File: config.mk
export PLATFORM = sky130hd
export DESIGN_NAME = mem_port_arbiter
export DESIGN_NICKNAME = d
export VERILOG_FILES = /design/src/rtl/mem_port_arbiter.sv
export SDC_FILE = /design/constraint.sdc
export NUM_CORES = 1
export LEC_CHECK = 0
export ABC_CLOCK_PERIOD_IN_PS = 4400
export BUFFER_PORTS_ARGS = -buffer_cell sky130_fd_sc_hd__buf_2
export CORE_UTILIZATION = 25
export CTS_BUF_LIST = sky130_fd_sc_hd__clkbuf_16
export DETAILED_ROUTE_END_ITERATION = 8
export PLACE_DENSITY = 0.54
export SYNTH_ARGS = -nofsm -noshare
export SYNTH_HDL_FRONTEND = slang
export SYNTH_SLANG_ARGS = --single-unit
File: constraint.sdc
create_clock -name clk -period 4.4 [get_ports clk]
set_input_delay 0.44 -clock clk [delete_from_list [all_inputs] [get_ports clk]]
set_output_delay 0.44 -clock clk [all_outputs]
set_load 0.01 [all_outputs]
File: src/rtl/mem_port_arbiter.sv
// rtl/mem_port_arbiter.sv - single-ported memory arbiter between instruction fetch and data access
//
// Purpose:
//   Shares one fixed-latency, single-ported memory between the IF stage and the
//   MEM stage. At most one access is in flight. Each access walks
//   IDLE -> ISSUE -> WAIT -> DONE, so an access granted in cycle t strobes
//   mem_en in t+1 and pulses the owner's ready in t+2+MEM_LAT. Data access
//   wins ties unless the fetch side has already been passed over STARVE_MAX
//   times in a row.
//
// Ports:
//   clk, reset                      clock (rising edge), async active-high reset
//   if_req/if_addr                  fetch request, held until if_ready
//   if_rdata/if_ready               fetched word and its one-cycle completion pulse
//   dm_req/dm_we/dm_addr/dm_wdata   data request, held until dm_ready
//   dm_rdata/dm_ready               load data and its one-cycle completion pulse
//   mem_en/mem_we/mem_addr/mem_wdata registered issue interface to the memory
//   mem_rdata                       memory read data, valid MEM_LAT cycles after mem_en
//   stall_if/stall_mem              combinational stall requests to the hazard logic

module mem_port_arbiter #(
    parameter int ADDR_W     = 32,
    parameter int DATA_W     = 32,
    parameter int MEM_LAT    = 2,
    parameter int STARVE_MAX = 4
) (
    input  logic              clk,
    input  logic              reset,
    input  logic              if_req,
    input  logic [ADDR_W-1:0] if_addr,
    output logic [DATA_W-1:0] if_rdata,
    output logic              if_ready,
    input  logic              dm_req,
    input  logic              dm_we,
    input  logic [ADDR_W-1:0] dm_addr,
    input  logic [DATA_W-1:0] dm_wdata,
    output logic [DATA_W-1:0] dm_rdata,
    output logic              dm_ready,
    output logic              mem_en,
    output logic              mem_we,
    output logic [ADDR_W-1:0] mem_addr,
    output logic [DATA_W-1:0] mem_wdata,
    input  logic [DATA_W-1:0] mem_rdata,
    output logic              stall_if,
    output logic              stall_mem
);

    typedef enum logic [1:0] {
        S_IDLE  = 2'd0,
        S_ISSUE = 2'd1,
        S_WAIT  = 2'd2,
        S_DONE  = 2'd3
    } state_t;

    state_t     state_q;
    state_t     state_d;

    logic [3:0] lat_cnt;
    logic [3:0] starve_cnt;
    logic       owner_if;   // 1: current access belongs to IF, 0: to DM
    logic       owner_we;   // current access is a store

    logic       grant;
    logic       grant_if;
    logic       starve_hit;
    logic       data_valid;

    assign starve_hit = (starve_cnt == 4'(STARVE_MAX));

    // mem_rdata is valid in the last WAIT cycle; it is captured on the edge
    // into DONE so the ready pulse and the rdata register line up in DONE.
    assign data_valid = (state_q == S_WAIT) && (lat_cnt == 4'd0);

    assign stall_if  = if_req & ~if_ready;
    assign stall_mem = dm_req & ~dm_ready;

    always_comb begin
        state_d  = state_q;
        grant    = 1'b0;
        grant_if = 1'b0;
        case (state_q)
            S_IDLE: begin
                if (if_req || dm_req) begin
                    grant    = 1'b1;
                    // Older instruction (DM) first, unless fetch has starved.
                    grant_if = if_req && (!dm_req || starve_hit);
                    state_d  = S_ISSUE;
                end
            end
            S_ISSUE: state_d = S_WAIT;
            S_WAIT: begin
                if (lat_cnt == 4'd0) begin
                    state_d = S_DONE;
                end
            end
            S_DONE:  state_d = S_IDLE;
            default: state_d = S_IDLE;
        endcase
    end

    always_ff @(posedge clk or posedge reset) begin
        if (reset) begin
            state_q    <= S_IDLE;
            lat_cnt    <= 4'd0;
            starve_cnt <= 4'd0;
            owner_if   <= 1'b0;
            owner_we   <= 1'b0;
            mem_en     <= 1'b0;
            mem_we     <= 1'b0;
            mem_addr   <= '0;
            mem_wdata  <= '0;
            if_ready   <= 1'b0;
            dm_ready   <= 1'b0;
            if_rdata   <= '0;
            dm_rdata   <= '0;
        end else begin
            state_q <= state_d;

            // Issue strobe lasts exactly the ISSUE cycle.
            mem_en <= grant;
            mem_we <= grant && !grant_if && dm_we;

            if (grant) begin
                owner_if <= grant_if;
                owner_we <= !grant_if && dm_we;
                if (grant_if) begin
                    mem_addr   <= if_addr;
                    starve_cnt <= 4'd0;
                end else begin
                    mem_addr  <= dm_addr;
                    mem_wdata <= dm_wdata;
                    if (!if_req) begin
                        starve_cnt <= 4'd0;
                    end else if (!starve_hit) begin
                        starve_cnt <= starve_cnt + 4'd1;
                    end
                end
            end

            if (state_q == S_ISSUE) begin
                lat_cnt <= 4'(MEM_LAT - 1);
            end else if (state_q == S_WAIT && lat_cnt != 4'd0) begin
                lat_cnt <= lat_cnt - 4'd1;
            end

            if_ready <= data_valid && owner_if;
            dm_ready <= data_valid && !owner_if;

            // Stores leave dm_rdata holding the last load value.
            if (data_valid) begin
                if (owner_if) begin
                    if_rdata <= mem_rdata;
                end else if (!owner_we) begin
                    dm_rdata <= mem_rdata;
                end
            end
        end
    end

endmodule
-- Yosys cells after proc, flatten, opt, wreduce, memory -nomap -nowiden
Index checks and enable logic that the tools add are counted.
- register bits: 144
- bits of input ports: 133
- $add $sub $neg: 2
- equal/unequal tests: 7
- multiplexer cells: 13
- bitwise gates (word level): 7
- reduce and logical (&&, ||, !) cells: 22
- operators with widths (operator ; number):
    32-bit two-way mux ; 1
    4-bit two-way mux ; 5
    1-bit logical AND ; 8
    2-bit case mux with 4 select lines ; 1
    2-bit AND reduction ; 4
    1-bit inverter ; 5
    4-bit by 1-bit adder with 4-bit output (second input constant) ; 1
    2-bit equality test (second input constant) ; 2
    4-bit by 3-bit equality test with 1-bit output (second input constant) ; 1
    4-bit logical NOT ; 1
    1-bit two-way mux ; 4
    2-bit two-way mux ; 2
    4-bit nonzero test ; 1
    4-bit by 1-bit subtractor with 4-bit output (second input constant) ; 1
    1-bit logical NOT ; 3
    3-bit != test (second input constant) ; 1
    3-bit AND reduction ; 1
    1-bit bitwise AND ; 2
    2-bit by 1-bit equality test with 1-bit output (second input constant) ; 1
    2-bit logical NOT ; 1
    1-bit logical OR ; 2
    2-bit by 1-bit != test with 1-bit output (second input constant) ; 1
    2-bit != test (second input constant) ; 1
    2-bit nonzero test ; 1

-- Depth between registers and ports, before layout
- word-level depth: 8
- depth in mapped cells: 8
- mapped depth without buffers: 5

-- Least setup slack after synthesis
No wires, ideal clock.
- path type: flip-flop to flip-flop
- from: register lat_cnt[0]
- to: register state_q[1]
- arrival: 1695 ps
- slack: 2581 ps
- cell stages (with the launch flop): 7
- path buffers: 1
- period minus slack after synthesis: 1819 ps
- path through: dfrtp_1 -> inv_1 -> ha_1 -> or3b_2 -> buf_2 -> a22oi_4 -> mux2_2
- word-level cells in the longest chain between the ends: 3
- RTL lines (what ; RTL line ; source):
    from (decl) ; 58 ; logic [3:0] lat_cnt;
    from (signal assigned) ; 141 ; lat_cnt <= 4'(MEM_LAT - 1);
    from (signal assigned) ; 143 ; lat_cnt <= lat_cnt - 4'd1;
    4-bit logical NOT ; 92 ; if (lat_cnt == 4'd0) begin
    2-bit by 1-bit != test with 1-bit output (no source line) ; -- ;
    2-bit AND reduction (no source line) ; -- ;
    to (signal assigned) ; 117 ; state_q <= state_d;
    to (decl) ; 55 ; state_t state_q;
No other way between the ends.
A chain may end at the register's enable or synchronous reset.

-- Worst setup path after layout
- from: register state_q[0]
- to: register mem_addr[11]
- word-level cells in the longest chain between the ends: 3
- RTL lines (what ; RTL line ; source):
    2-bit logical NOT * ; 81 ; case (state_q)
    1-bit two-way mux ; 81 ;
    32-bit two-way mux ; 126 ; if (grant_if) begin
    to (signal assigned) ; 127 ; mem_addr <= if_addr;
    to (signal assigned) ; 130 ; mem_addr <= dm_addr;
    to (decl) ; 41 ; output logic [ADDR_W-1:0] mem_addr,
Every way passes the cells marked *; elsewhere a longest branch is shown, timed or not.

==> run metrics <==
ANT nets after route=0; largest net degree at the start of global routing=87; CP max stage delay=between 1 and 1.5 ns; Inserted Clock Buffers=17; Pleak=around 4 nW; multi-input logic area=around 2100 um^2; Buf/Inv on CP=2; Placer Congestion=about 0.75; GRT Total Usage=around 12%; # hold bufs at CTS=0; DP Wirelength=about 10 mm; Post-synth EDFFs=0; Die Wd=156.6 um; Seq/Total Area, Yosys=about 60%; initial antenna violation count=0; clock latency on the worst-skew pair=roughly 0.42 ns; CP delay by family, top=compound AO/OA/AOI/OAI gates; crit path DAT=slightly below 3 ns; cells after synthesis=391; Synth top cells by count=dfrtp_1 (144), mux2_2 (68), and2_1 (33); crit path kind=flip-flop to flip-flop; crit path cell chain=inv_1 > ha_1 > o211a_2 > buf_4 > a221o_1; post-synth top area share=approximately three fifths; Synth area leaders=dfrtp_1 (60%), mux2_2 (13%), mux2_4 (7.3%); Slowest cell on crit path=o211a_2; Synth Net Count=530; R2R setup slack=1.83 ns; RSZ-0062 raised after global routing=no; area grow syn2layout=36.08%; CTS Buffer Depth=2; syn_area_per_cell=about 15 um^2; Via density=4.184; Tightest Pin Transition=1.144 ns; worst path required time=4.75 ns; r2r endpoint=mem_addr[11]$_DFFE_PP0P_; global-route wire length before repair=between 20 and 25 mm; I/O pin cnt=267; Worst Setup End Kind=flip-flop; final hold vios=0; max-slew violation count=0; Ant. Diodes=0; Finished Cell Area=slightly above 8000 um^2; reg2reg path depth=5; Chip Height=156.6 um; num rows=56; Iteration-0 DRC Markers=~170; Main synth FF type=dfrtp_1; pwr dens=around 730 nW/um^2; share of cells above drive strength 1=approximately 60%; ys async rst share=between 90% and 100%; Setup TNS=0 ns; Hold Crit Class=input port to asynchronous set/reset pin; number of setup buffers added after CTS=0; placed inst area=between 7000 and 8000 um^2; CORE AREA=roughly 23000 um^2; total power=between 0.005 and 0.006 W; FF-to-FF Start=state_q[0]$_DFFE_PP0P_; Fillers=between 2000 and 2500; Vias=approximately 4100; slew margin rel.=between 20% and 30%; wire per inst=roughly 15 um; fin util=between 30 and 40%; total clock sinks=~140; CTS resizes=0; startpoint types=flip-flop; Initial Util=25.45%; Setup Skew=0.01699 ns; clk slew on worst S/H paths=~0.06 ns; die area=24520 um^2; Mapped Area=about 6000 um^2; final net count=797; DRT Pass-1 Iters=4; DRT Wirelength=around 15 mm; Yosys Warn Count=0; Synth area leader=dfrtp_1; post-synthesis register bit count=144; maximum capacitance violations=0; vias in the first global route=4210; # DRC=0; CTS tree=yes; Final Cycle Share=approximately three fifths; Clock Root Buffer=clkbuf_16; Buffers on Ports=between 200 and 300; H-tree levels=4; Synth cell types=41; post-layout min period=between 2 and 3 ns; outcome=finished clean; FMAX=389.3 MHz; most common cell in the synthesized netlist=dfrtp_1; Final Setup Violations=0; FF+latch area=about 3600 um^2; total gr overflow=0; crit-path max FO=43; worst vdd ir=between 0.0002 and 0.00025 V
==> power breakdown <==
group / internal (W) / leakage, nW / switching [W] / total (W)
clock: 0.000821 / 0.277 / 0.000575 / 0.00140
combinational: 0.00122 / 2.08 / 0.00106 / 0.00229
sequential: 0.00196 / 1.75 / 0.000318 / 0.00228
total: 0.00401 / 4.11 / 0.00196 / 0.00596
==> state kept, by name (all words and copies together), names as in the netlist, 2 cells and up <==
register    cells
dm_rdata       32
lat_cnt         4
state_q         2
mem_wdata      32
mem_addr       32
if_rdata       32
starve_cnt      4
==> cell type report <==
type                            instances  share of cell area (%)
Clock buffer                           17                   5.232
Clock inverter                         15                   1.585
Inverter                               15                  0.7541
Multi-Input combinational cell        208                   26.27
Sequential cell                       144                   44.32
Tap cell                              319                   4.909
Timing Repair Buffer                  272                   16.93
==> stage by stage <==
| step | setup WS [ns] | cells | hold slack, ns |
|---|---|---|---|
| final | 1.832 | 990 | 0.1912 |
| after CTS | 1.813 | 990 | 0.2166 |
| after floorplan | 0.09372 | 391 | 0.4619 |
| after detailed placement | 1.833 | 958 | 0.4899 |
| after global placement | 1.838 | 958 | 0.4837 |
| after global routing | 1.597 | 990 | 0.2340 |
==> cells in the final DEF, fill, tap and decap left out, types with 2 or more instances in the layout <==
| master | Yosys | layout |
|---|---|---|
| buf_2 | 10 | 266 |
| dfrtp_1 | 144 | 144 |
| mux2_2 | 68 | 68 |
| and2_1 | 33 | 33 |
| a221o_1 | 32 | 32 |
| mux2_4 | 29 | 29 |
| inv_1 | 15 | 17 |
| clkbuf_16 | 0 | 17 |
| ha_1 | 6 | 6 |
| buf_4 | 0 | 6 |
| nor2_1 | 5 | 5 |
| clkinv_1 | 0 | 4 |
| o21ai_0 | 3 | 3 |
| nand3_1 | 2 | 2 |
| nand2_1 | 2 | 2 |
| a21oi_1 | 2 | 2 |
| xor2_1 | 2 | 2 |
| inv_6 | 0 | 2 |
| bufinv_16 | 0 | 2 |
| clkinv_2 | 0 | 2 |
| clkinvlp_4 | 0 | 2 |
==> worst max path at each step <==
stage	startpoint	endpoint	slack, ns	cells after the start
2_1_floorplan	reset	dm_rdata[0]$_DFFE_PP0P_	0.09	1
3_3_place_gp	state_q[0]$_DFFE_PP0P_	mem_addr[10]$_DFFE_PP0P_	1.84	5
3_5_place_dp	state_q[0]$_DFFE_PP0P_	mem_addr[14]$_DFFE_PP0P_	1.83	5
4_1_cts	state_q[0]$_DFFE_PP0P_	mem_addr[11]$_DFFE_PP0P_	1.81	5
5_1_grt	state_q[0]$_DFFE_PP0P_	mem_addr[12]$_DFFE_PP0P_	1.60	5
6_report	state_q[0]$_DFFE_PP0P_	mem_addr[11]$_DFFE_PP0P_	1.83	5
==> kinds of logic after synthesis <==
| logic type | count (synthesis) | share of synthesized area (%) |
|---|---|---|
| flip-flops | 144 | 60.31 |
| AND/OR/NAND/NOR | 51 | 5.676 |
| XOR/XNOR | 2 | 0.2932 |
| AO/OA/AOI/OAI | 52 | 8.126 |
| buffers and inverters | 39 | 4.230 |
| multiplexers | 97 | 20.10 |
| adder cells (fa/ha/maj) | 6 | 1.257 |
==> metal layers <==
layer  wire (um)  vias up  GRT usage (%)
met4         163        0          4.155
met5           0        -              0
met3         847        8          3.489
met2        7340      134          20.17
li1            -     1950              -
met1        6710     2050          15.49
No activity file was read; power rests on OpenSTA's default activity.
